<file path="src/rtl/control_unit_if.sv">
`default_nettype none
// ============================================================================
//  Module   : control_unit_if
//  Purpose  : Bundles the control unit's datapath/memory-facing signals.
//             master = control unit side, slave = datapath/memory side.
//  Signals  : opcode_in  [OPCODE_WIDTH] opcode field from IR   (to CU)
//             mem_ready                 memory finished rd/wr  (to CU)
//             zero_flag / neg_flag      A == 0 / A[MSB]        (to CU)
//             mem_rd, mem_wr, addr_sel, ir_load, pc_inc, pc_load, A_load,
//             sel_A[2], ula_op[2], halted, bus_error, illegal_op (from CU)
//  Revision : 1.0 - initial release
// ============================================================================
interface control_unit_if #(
   parameter int OPCODE_WIDTH = 5
);
   logic [OPCODE_WIDTH-1:0] opcode_in;
   logic                    mem_ready;
   logic                    zero_flag;
   logic                    neg_flag;
   logic                    mem_rd;
   logic                    mem_wr;
   logic                    addr_sel;
   logic                    ir_load;
   logic                    pc_inc;
   logic                    pc_load;
   logic                    A_load;
   logic [1:0]              sel_A;
   logic [1:0]              ula_op;
   logic                    halted;
   logic                    bus_error;
   logic                    illegal_op;

   modport master (
      input  opcode_in, mem_ready, zero_flag, neg_flag,
      output mem_rd, mem_wr, addr_sel, ir_load, pc_inc, pc_load, A_load,
             sel_A, ula_op, halted, bus_error, illegal_op
   );

   modport slave (
      output opcode_in, mem_ready, zero_flag, neg_flag,
      input  mem_rd, mem_wr, addr_sel, ir_load, pc_inc, pc_load, A_load,
             sel_A, ula_op, halted, bus_error, illegal_op
   );
endinterface
`default_nettype wire

</file>
<file path="src/rtl/control_unit.sv">
`default_nettype none
// ============================================================================
//  Module   : control_unit
//  Purpose  : Multicycle FSM sequencer for the 11-bit accumulator datapath.
//             Decodes the IR opcode, drives the A-input mux select, A load,
//             ALU operation, PC/IR strobes and data-memory requests. Memory
//             waits are bounded by a timeout that halts with a bus error.
//  Ports    : clk  - clock, rising edge
//             rst  - synchronous active-high reset (forces all outputs 0)
//             bus  - control_unit_if.master (see interface for signal list)
//  Params   : OPCODE_WIDTH (5)  opcode field width
//             MEM_TIMEOUT  (15) wait cycles tolerated before bus error (>=1)
//  Config   : CU_COND_BRANCH_EN - when defined, BZ/BN are decoded as
//             conditional branches; otherwise they decode as illegal.
//  Revision : 1.0 - initial release
// ============================================================================
module control_unit #(
   parameter int OPCODE_WIDTH = 5,
   parameter int MEM_TIMEOUT  = 15
) (
   input  wire logic         clk,
   input  wire logic         rst,
   control_unit_if.master    bus
);

   localparam int CNT_W = $clog2(MEM_TIMEOUT + 1);
   localparam logic [CNT_W-1:0] CNT_MAX = CNT_W'(MEM_TIMEOUT);

   localparam logic [OPCODE_WIDTH-1:0] OP_NOP = OPCODE_WIDTH'(0);
   localparam logic [OPCODE_WIDTH-1:0] OP_HLT = OPCODE_WIDTH'(1);
   localparam logic [OPCODE_WIDTH-1:0] OP_LD  = OPCODE_WIDTH'(2);
   localparam logic [OPCODE_WIDTH-1:0] OP_LDI = OPCODE_WIDTH'(3);
   localparam logic [OPCODE_WIDTH-1:0] OP_ST  = OPCODE_WIDTH'(4);
   localparam logic [OPCODE_WIDTH-1:0] OP_ADD = OPCODE_WIDTH'(5);
   localparam logic [OPCODE_WIDTH-1:0] OP_SUB = OPCODE_WIDTH'(6);
   localparam logic [OPCODE_WIDTH-1:0] OP_AND = OPCODE_WIDTH'(7);
   localparam logic [OPCODE_WIDTH-1:0] OP_OR  = OPCODE_WIDTH'(8);
   localparam logic [OPCODE_WIDTH-1:0] OP_JMP = OPCODE_WIDTH'(9);
`ifdef CU_COND_BRANCH_EN
   localparam logic [OPCODE_WIDTH-1:0] OP_BZ  = OPCODE_WIDTH'(10);
   localparam logic [OPCODE_WIDTH-1:0] OP_BN  = OPCODE_WIDTH'(11);
`endif

   localparam logic [1:0] SEL_MEM = 2'b00;
   localparam logic [1:0] SEL_EXT = 2'b01;
   localparam logic [1:0] SEL_ULA = 2'b10;

   typedef enum logic [2:0] {
      ST_FETCH  = 3'd0,
      ST_DECODE = 3'd1,
      ST_MEM_RD = 3'd2,
      ST_MEM_WR = 3'd3,
      ST_HALT   = 3'd4
   } state_t;

   state_t           state, state_nxt;
   logic [CNT_W-1:0] wait_cnt, wait_cnt_nxt;
   logic             bus_err_q, bus_err_nxt;

   // Unregistered output values before the reset gate.
   logic       mem_rd_c, mem_wr_c, addr_sel_c, ir_load_c, pc_inc_c;
   logic       pc_load_c, a_load_c, illegal_c, halted_c;
   logic [1:0] sel_a_c, ula_op_c;

   logic       timeout;

`ifndef CU_COND_BRANCH_EN
   // Flags only matter for conditional branches.
   logic unused_flags;
   assign unused_flags = bus.zero_flag ^ bus.neg_flag;
`endif

   // Expiry only counts when memory is still not ready in this cycle,
   // so a late mem_ready on the last allowed cycle completes normally.
   assign timeout = !bus.mem_ready && (wait_cnt == CNT_MAX);

   // ------------------------------------------------------------------
   // State register
   // ------------------------------------------------------------------
   always_ff @(posedge clk) begin
      if (rst) begin
         state     <= ST_FETCH;
         wait_cnt  <= '0;
         bus_err_q <= 1'b0;
      end else begin
         state     <= state_nxt;
         wait_cnt  <= wait_cnt_nxt;
         bus_err_q <= bus_err_nxt;
      end
   end

   // ------------------------------------------------------------------
   // Next state and outputs
   // ------------------------------------------------------------------
   always_comb begin
      state_nxt   = state;
      bus_err_nxt = bus_err_q;
      mem_rd_c    = 1'b0;
      mem_wr_c    = 1'b0;
      addr_sel_c  = 1'b0;
      ir_load_c   = 1'b0;
      pc_inc_c    = 1'b0;
      pc_load_c   = 1'b0;
      a_load_c    = 1'b0;
      illegal_c   = 1'b0;
      halted_c    = 1'b0;
      sel_a_c     = SEL_MEM;
      ula_op_c    = 2'b00;

      case (state)
         ST_FETCH: begin
            mem_rd_c = 1'b1;
            if (bus.mem_ready) begin
               ir_load_c = 1'b1;
               pc_inc_c  = 1'b1;
               state_nxt = ST_DECODE;
            end else if (timeout) begin
               bus_err_nxt = 1'b1;
               state_nxt   = ST_HALT;
            end
         end

         ST_DECODE: begin
            state_nxt = ST_FETCH;
            case (bus.opcode_in)
               OP_NOP: ;
               OP_HLT: state_nxt = ST_HALT;
               OP_LDI: begin
                  a_load_c = 1'b1;
                  sel_a_c  = SEL_EXT;
               end
               OP_LD, OP_ADD, OP_SUB, OP_AND, OP_OR:
                  state_nxt = ST_MEM_RD;
               OP_ST:  state_nxt = ST_MEM_WR;
               OP_JMP: pc_load_c = 1'b1;
`ifdef CU_COND_BRANCH_EN
               OP_BZ:  pc_load_c = bus.zero_flag;
               OP_BN:  pc_load_c = bus.neg_flag;
`endif
               default: illegal_c = 1'b1;
            endcase
         end

         ST_MEM_RD: begin
            mem_rd_c   = 1'b1;
            addr_sel_c = 1'b1;
            // IR is stable here, so the mux/ALU selects hold for the whole wait.
            if (bus.opcode_in != OP_LD) begin
               sel_a_c = SEL_ULA;
               case (bus.opcode_in)
                  OP_SUB:  ula_op_c = 2'b01;
                  OP_AND:  ula_op_c = 2'b10;
                  OP_OR:   ula_op_c = 2'b11;
                  default: ula_op_c = 2'b00;
               endcase
            end
            if (bus.mem_ready) begin
               a_load_c  = 1'b1;
               state_nxt = ST_FETCH;
            end else if (timeout) begin
               bus_err_nxt = 1'b1;
               state_nxt   = ST_HALT;
            end
         end

         ST_MEM_WR: begin
            mem_wr_c   = 1'b1;
            addr_sel_c = 1'b1;
            if (bus.mem_ready) begin
               state_nxt = ST_FETCH;
            end else if (timeout) begin
               bus_err_nxt = 1'b1;
               state_nxt   = ST_HALT;
            end
         end

         ST_HALT: halted_c = 1'b1;

         default: state_nxt = ST_FETCH;
      endcase

      // Wait states only loop on themselves while memory is not ready, so
      // a self-loop means "count one more wait"; any transition restarts.
      if ((state_nxt == state) &&
          ((state == ST_FETCH) || (state == ST_MEM_RD) || (state == ST_MEM_WR)))
         wait_cnt_nxt = wait_cnt + CNT_W'(1);
      else
         wait_cnt_nxt = '0;
   end

   // ------------------------------------------------------------------
   // Output gate: everything is held low during reset, which also drops
   // an in-flight request and suppresses a completing A_load.
   // ------------------------------------------------------------------
   always_comb begin
      if (rst) begin
         bus.mem_rd     = 1'b0;
         bus.mem_wr     = 1'b0;
         bus.addr_sel   = 1'b0;
         bus.ir_load    = 1'b0;
         bus.pc_inc     = 1'b0;
         bus.pc_load    = 1'b0;
         bus.A_load     = 1'b0;
         bus.sel_A      = 2'b00;
         bus.ula_op     = 2'b00;
         bus.halted     = 1'b0;
         bus.bus_error  = 1'b0;
         bus.illegal_op = 1'b0;
      end else begin
         bus.mem_rd     = mem_rd_c;
         bus.mem_wr     = mem_wr_c;
         bus.addr_sel   = addr_sel_c;
         bus.ir_load    = ir_load_c;
         bus.pc_inc     = pc_inc_c;
         bus.pc_load    = pc_load_c;
         bus.A_load     = a_load_c;
         bus.sel_A      = sel_a_c;
         bus.ula_op     = ula_op_c;
         bus.halted     = halted_c;
         bus.bus_error  = bus_err_q;
         bus.illegal_op = illegal_c;
      end
   end

endmodule
`default_nettype wire

</file>
<file path="src/flat_wrapper.sv">
// flat-port wrapper written by rule: the top's interface ports become plain ports
module control_unit_flat 
#(
   parameter int OPCODE_WIDTH = 5,
   parameter int MEM_TIMEOUT  = 15
)
  (clk, rst, bus_opcode_in, bus_mem_ready, bus_zero_flag, bus_neg_flag, bus_mem_rd, bus_mem_wr, bus_addr_sel, bus_ir_load, bus_pc_inc, bus_pc_load, bus_A_load, bus_sel_A, bus_ula_op, bus_halted, bus_bus_error, bus_illegal_op);
  control_unit_if #(.OPCODE_WIDTH(OPCODE_WIDTH)) bus_i ();
  input  wire logic clk;
  input  wire logic rst;
  input wire logic [$bits(bus_i.opcode_in)-1:0] bus_opcode_in;
  input wire logic [$bits(bus_i.mem_ready)-1:0] bus_mem_ready;
  input wire logic [$bits(bus_i.zero_flag)-1:0] bus_zero_flag;
  input wire logic [$bits(bus_i.neg_flag)-1:0] bus_neg_flag;
  output wire logic [$bits(bus_i.mem_rd)-1:0] bus_mem_rd;
  output wire logic [$bits(bus_i.mem_wr)-1:0] bus_mem_wr;
  output wire logic [$bits(bus_i.addr_sel)-1:0] bus_addr_sel;
  output wire logic [$bits(bus_i.ir_load)-1:0] bus_ir_load;
  output wire logic [$bits(bus_i.pc_inc)-1:0] bus_pc_inc;
  output wire logic [$bits(bus_i.pc_load)-1:0] bus_pc_load;
  output wire logic [$bits(bus_i.A_load)-1:0] bus_A_load;
  output wire logic [$bits(bus_i.sel_A)-1:0] bus_sel_A;
  output wire logic [$bits(bus_i.ula_op)-1:0] bus_ula_op;
  output wire logic [$bits(bus_i.halted)-1:0] bus_halted;
  output wire logic [$bits(bus_i.bus_error)-1:0] bus_bus_error;
  output wire logic [$bits(bus_i.illegal_op)-1:0] bus_illegal_op;
  assign bus_i.opcode_in = bus_opcode_in;
  assign bus_i.mem_ready = bus_mem_ready;
  assign bus_i.zero_flag = bus_zero_flag;
  assign bus_i.neg_flag = bus_neg_flag;
  assign bus_mem_rd = bus_i.mem_rd;
  assign bus_mem_wr = bus_i.mem_wr;
  assign bus_addr_sel = bus_i.addr_sel;
  assign bus_ir_load = bus_i.ir_load;
  assign bus_pc_inc = bus_i.pc_inc;
  assign bus_pc_load = bus_i.pc_load;
  assign bus_A_load = bus_i.A_load;
  assign bus_sel_A = bus_i.sel_A;
  assign bus_ula_op = bus_i.ula_op;
  assign bus_halted = bus_i.halted;
  assign bus_bus_error = bus_i.bus_error;
  assign bus_illegal_op = bus_i.illegal_op;
  control_unit #(.OPCODE_WIDTH(OPCODE_WIDTH), .MEM_TIMEOUT(MEM_TIMEOUT)) u_core (.clk(clk), .rst(rst), .bus(bus_i));
endmodule
</file>
<file path="config.mk">
export PLATFORM = sky130hd
export DESIGN_NAME = control_unit_flat
export DESIGN_NICKNAME = d
export VERILOG_FILES = /design/src/rtl/control_unit_if.sv /design/src/rtl/control_unit.sv /design/src/flat_wrapper.sv
export SDC_FILE = /design/constraint.sdc
export NUM_CORES = 1
export LEC_CHECK = 0
export BUFFER_PORTS_ARGS = -buffer_cell sky130_fd_sc_hd__buf_2
export CORE_AREA = 4 4 41 43
export DETAILED_ROUTE_END_ITERATION = 10
export DIE_AREA = 0 0 45 47
export GPL_ROUTABILITY_DRIVEN = 0
export HOLD_SLACK_MARGIN = 0.08
export PLACE_DENSITY = 0.78
export REMOVE_ABC_BUFFERS = 1
export SYNTH_ARGS = -nofsm -noshare
export SYNTH_HDL_FRONTEND = slang
export SYNTH_SLANG_ARGS = --single-unit
export TNS_END_PERCENT = 20
</file>
<file path="constraint.sdc">
create_clock -name clk -period 2.1 [get_ports clk]
set_input_delay 0.105 -clock clk [delete_from_list [all_inputs] [get_ports clk]]
set_output_delay 0.105 -clock clk [all_outputs]
set_load 0.005 [all_outputs]
</file>
Yosys cells after proc, flatten, opt, wreduce, memory -nomap -nowiden
Cells that the tools add are included.
- output and inout port bits: 14
- register bits after elaboration: 8
- mux-type cells: 34
- reduce and logical (&&, ||, !) cells: 14
- eq/ne operators: 16
- bitwise operators: 2
- add/subtract/negate cells: 1
- operator list (operator ; number):
    $mux W1 ; 21
    $eq A5 B3 Y1 const B ; 4
    $pmux W3 S4 ; 1
    $eq A5 B2 Y1 const B ; 2
    $eq A5 B4 Y1 const B ; 2
    $mux W2 ; 5
    $reduce_or A10 Y1 ; 1
    $mux W3 ; 3
    $pmux W3 S3 ; 1
    $eq A3 B2 Y1 const B ; 2
    $pmux W2 S3 ; 1
    $reduce_or A2 Y1 ; 3
    $eq A5 B1 Y1 const B ; 1
    $logic_not A5 Y1 ; 1
    $ne A5 B2 Y1 const B ; 1
    $reduce_or A5 Y1 ; 1
    $add A4 B1 Y4 const B ; 1
    $eq A4 B4 Y1 const B ; 1
    $pmux W2 S2 ; 1
    $eq A3 B1 Y1 const B ; 1
    $eq A3 B3 Y1 ; 1
    $eq A3 B3 Y1 const B ; 1
    $logic_not A3 Y1 ; 1
    $reduce_and A3 Y1 ; 1
    6 further kinds ; 9

Depth between registers and ports, before layout
- depth in word-level cells: 9
- depth in mapped cells: 5
- mapped depth without buffers: 5

Worst setup path before layout
OpenSTA, ideal clock, no wires.
- path type: register to output
- start: register u_core.state[2]
- end: output port bus_ula_op[0]
- stages on the path, launching flop included: 5
- data arrival time: 1.182 ns
- slack: 0.813 ns
- path through: dfxtp_1 > clkbuf_1 > nor3_1 > nand2_1 > nor4_1
- word-level cells in the longest chain between the ends: 3
- ends and longest elaborated chain (item ; line ; text):
    start: declaration ; control_unit.sv:56 ; state_t state, state_nxt;
    start signal: assignment ; control_unit.sv:86 ; state <= state_nxt;
    $eq A3 B2 Y1 ; control_unit.sv:110 ; case (state)
    $mux W2 ; control_unit.sv:110 ;
    $mux W2 ; control_unit.sv:196 ; if (rst) begin
    end: declaration ; flat_wrapper.sv:23 ; output wire logic [$bits(bus_i.ula_op)-1:0] bus_ula_op;
No other way between the ends.

Final worst setup path
- start: register u_core.state[0]
- end: output port bus_ula_op[0]
Same word-level chain as after synthesis.

==> results.yml <==
run_status:
  outcome: "complete, no violations"
setup_path:
  regToRegSetupSlack_ns: 0.73
  path_cells: "nor3_1 > nand2_1 > nor4_1 > buf_2"
  crit_slowest_cell: "dfxtp_1"
  crit_path_max_fanout: 11
  r2r_cells: 5
  critical-path-top-delay-family: "simple AND/OR/NAND/NOR gates"
  criticalPathCategory: "reg -> out"
  slowest_delay_ns: 0.41
  crit_arrival_ns: 1.50
  critPathBufInv: 1
  rr_endpoint: "u_core.wait_cnt[3]"
  required_ns: 2.00
  worst_setup_path_start_kind: "flop"
  r2r_start: "u_core.wait_cnt[0]"
  end_kind: "primary output"
global_route:
  grt_pass1_wl_mm: 2.35
  grt_overflow: 0
  antenna_found_initial: 0
  grt_pass1_vias: 566
  grt_usage_pct: 15.2
  grt_max_degree: 15
clocking:
  clock_latency_ns: 0.25
  post_cts_buffers: 0
  root_buffer: "clkbuf_4"
  clock-sinks: 8
  cts_buffer_depth: 2
  cts.hold.buffers_added: 0
  htreeDepth: 1
  cts_buffers: 3
  cts_resized: 0
  cts_tree: "yes"
  cts.clk_slew.worst_paths_ns: 0.05
synth:
  syn_area_um2: 597
  ys_top_cells_by_count: "nor2_1 (11), dfxtp_1 (8), nor3_1 (7)"
  syn_inst: 79
  synth-edff-count: 0
  synth-warning-count: 0
  synth_ff_type: "dfxtp_1"
  yosysSeqAreaShare_pct: 26.8
  ys_ff_latch: 8
  avgSynthCellArea_um2: 7.55
  yosys-top-cells-area: "dfxtp_1 (27%), nor2_1 (6.9%), nor3_1 (5.9%), nor4b_1 (4.4%), nand3_1 (4.2%)"
  synthArstFlopShare_pct: 0
  yosysMostFrequentCell: "nor2_1"
  yosys.cell_types.count: 35
  synth_top_area_share_pct: 26.8
  yosysTopAreaCell: "dfxtp_1"
power_and_ir_drop:
  pwr_density_cell_mw_per_mm2: 518
  leakage_nw: 0.311
  irDropWorstVdd_mv: 0.205
die:
  dieArea_mm2: 0.00212
  dieHeight_um: 47
  num_rows: 13
  io-pin-count: 24
  core_area_mm2: 0.00130
  start_util_pct: 45.9
  fp.dieW_um: 45
sta:
  worst_slew_pin_slew_ns: 0.467
  skew_ns: 0.000233
  layout_min_cycle_time_ns: 1.60
  max_freq_mhz: 625
  relSlewSlack_pct: 68.8
  timing.final.crit_share_pct: 76.2
  finalSetupViolations: 0
  setup_tns_ns: 0
  slew_violations: 0
  finalHoldViolations: 0
  rsz0062_at_grt: "no"
placement:
  numPortBuffers: 21
  dpl.cell_count: 109
  dp_hpwl_mm: 1.06
  place_area_um2: 684
detailed_routing:
  vias: 650
  vias_per_cell: 5.80
  drtAntennaViolNets: 0
  drc: 0
  finalWirelength_mm: 1.38
  drt_first_pass_iters: 4
  drt_iter0_drc: 3
  wl_per_cell_um: 12.3
job:
  cap_viol_max_count: 0
final_layout:
  diodes: 0
  num-fill-cells: 139
  finalCoreUtilization_pct: 54.3
  fin_area_um2: 707
  area_growth_pct: 18.4
  drive_above_1_share_pct: 27.8
  fin_cells: 112
  fin_nets: 110
worst_hold_path:
  min_delay_path_depth: 2
  min_path_type: "in -> reg"
  holdCritStartpoint: "rst"
  worst_hold_path.endpoint: "u_core.bus_err_q"
cells by family (layout without fill, tap and decap cells):
logic type | after synthesis | after routing | synth area share, %
compound gates | 15 | 15 | 17.6
xor+xnor | 2 | 2 | 2.94
flops | 8 | 8 | 26.8
simple gates | 43 | 43 | 41.9
buf+inv | 10 | 28 | 8.60
fa+ha+maj | 1 | 1 | 2.10
cell type report:
cell class,count,area (um2),share of cell area (%)
multi-input cells,61,385,54.5
clock buffers,3,22.5,3.19
inverters,4,15.0,2.12
repair buffers,21,105,14.9
well taps,15,18.8,2.65
flip-flops and latches,8,160,22.7
worst max path at each step:
stage                       start                  to  slack, ns  depth (start not counted)
6_report          u_core.state[0]       bus_ula_op[0]       0.50                          4
5_1_grt           u_core.state[0]       bus_ula_op[0]       0.31                          4
4_1_cts           u_core.state[0]       bus_ula_op[0]       0.50                          4
3_5_place_dp   u_core.wait_cnt[0]  u_core.wait_cnt[0]       0.72                          5
3_3_place_gp   u_core.wait_cnt[0]  u_core.wait_cnt[3]       0.74                          5
2_1_floorplan  u_core.wait_cnt[0]  u_core.wait_cnt[3]       0.83                          5
sequential cells by signal, summed over array words and instances, names as in the netlist:
name              cells
u_core.bus_err_q      1
u_core.state          3
u_core.wait_cnt       4
report_power, final:
part           switching (mW)  leakage [nW]  internal [mW]  total, mW
logic                  0.0447         0.232         0.0342     0.0789
clock network          0.0479        0.0138         0.0651      0.113
registers              0.0151        0.0650          0.159      0.174
total                   0.108         0.311          0.259      0.366
routing by layer:
layer  vias to the layer above  track usage (%)  routed length, um
met5                         -                0                  0
met4                         0             12.3                 19
met3                         2             1.53                 80
met2                        19             24.9                646
met1                       297             18.2                635
li1                        332                -                  -
metrics by stage:
stage | total power, mW | worst slack (ns) | hold WS (ns)
5_1_grt | 0.391 | 0.311 | 0.155
4_1_cts | 0.372 | 0.496 | 0.135
6_report | 0.366 | 0.500 | 0.144
3_5_place_dp | 0.256 | 0.718 | 0.403
2_1_floorplan | 0.219 | 0.827 | 0.174
3_3_place_gp | 0.254 | 0.745 | 0.397
layout by cell type, fill, tap and decap left out:
cell       Yosys  final
xnor2_1        1      1
o21ai_0        1      1
nor4_4         1      1
xor2_1         1      1
a31o_1         1      1
a22oi_1        1      1
a32oi_1        1      1
ha_1           1      1
nor4_1         3      3
nand4_1        1      1
nor3_1         7      7
dfxtp_1        8      8
nor2_1        11     11
o21bai_1       1      1
nor3b_1        1      1
nor4b_1        3      3
inv_1          4      4
o31ai_1        2      2
nor3_2         1      1
clkbuf_4       0      3
a41oi_1        1      1
nand3b_1       1      1
and3_1         2      2
buf_2          2     21
and2_1         2      2
nand2_1        3      3
a2bb2oi_1      1      1
a31oi_1        1      1
nand3_1        5      5
nand2b_1       1      1
nor2b_2        1      1
a21oi_1        4      4
o221ai_1       1      1
(Power assumes the default switching activity.)
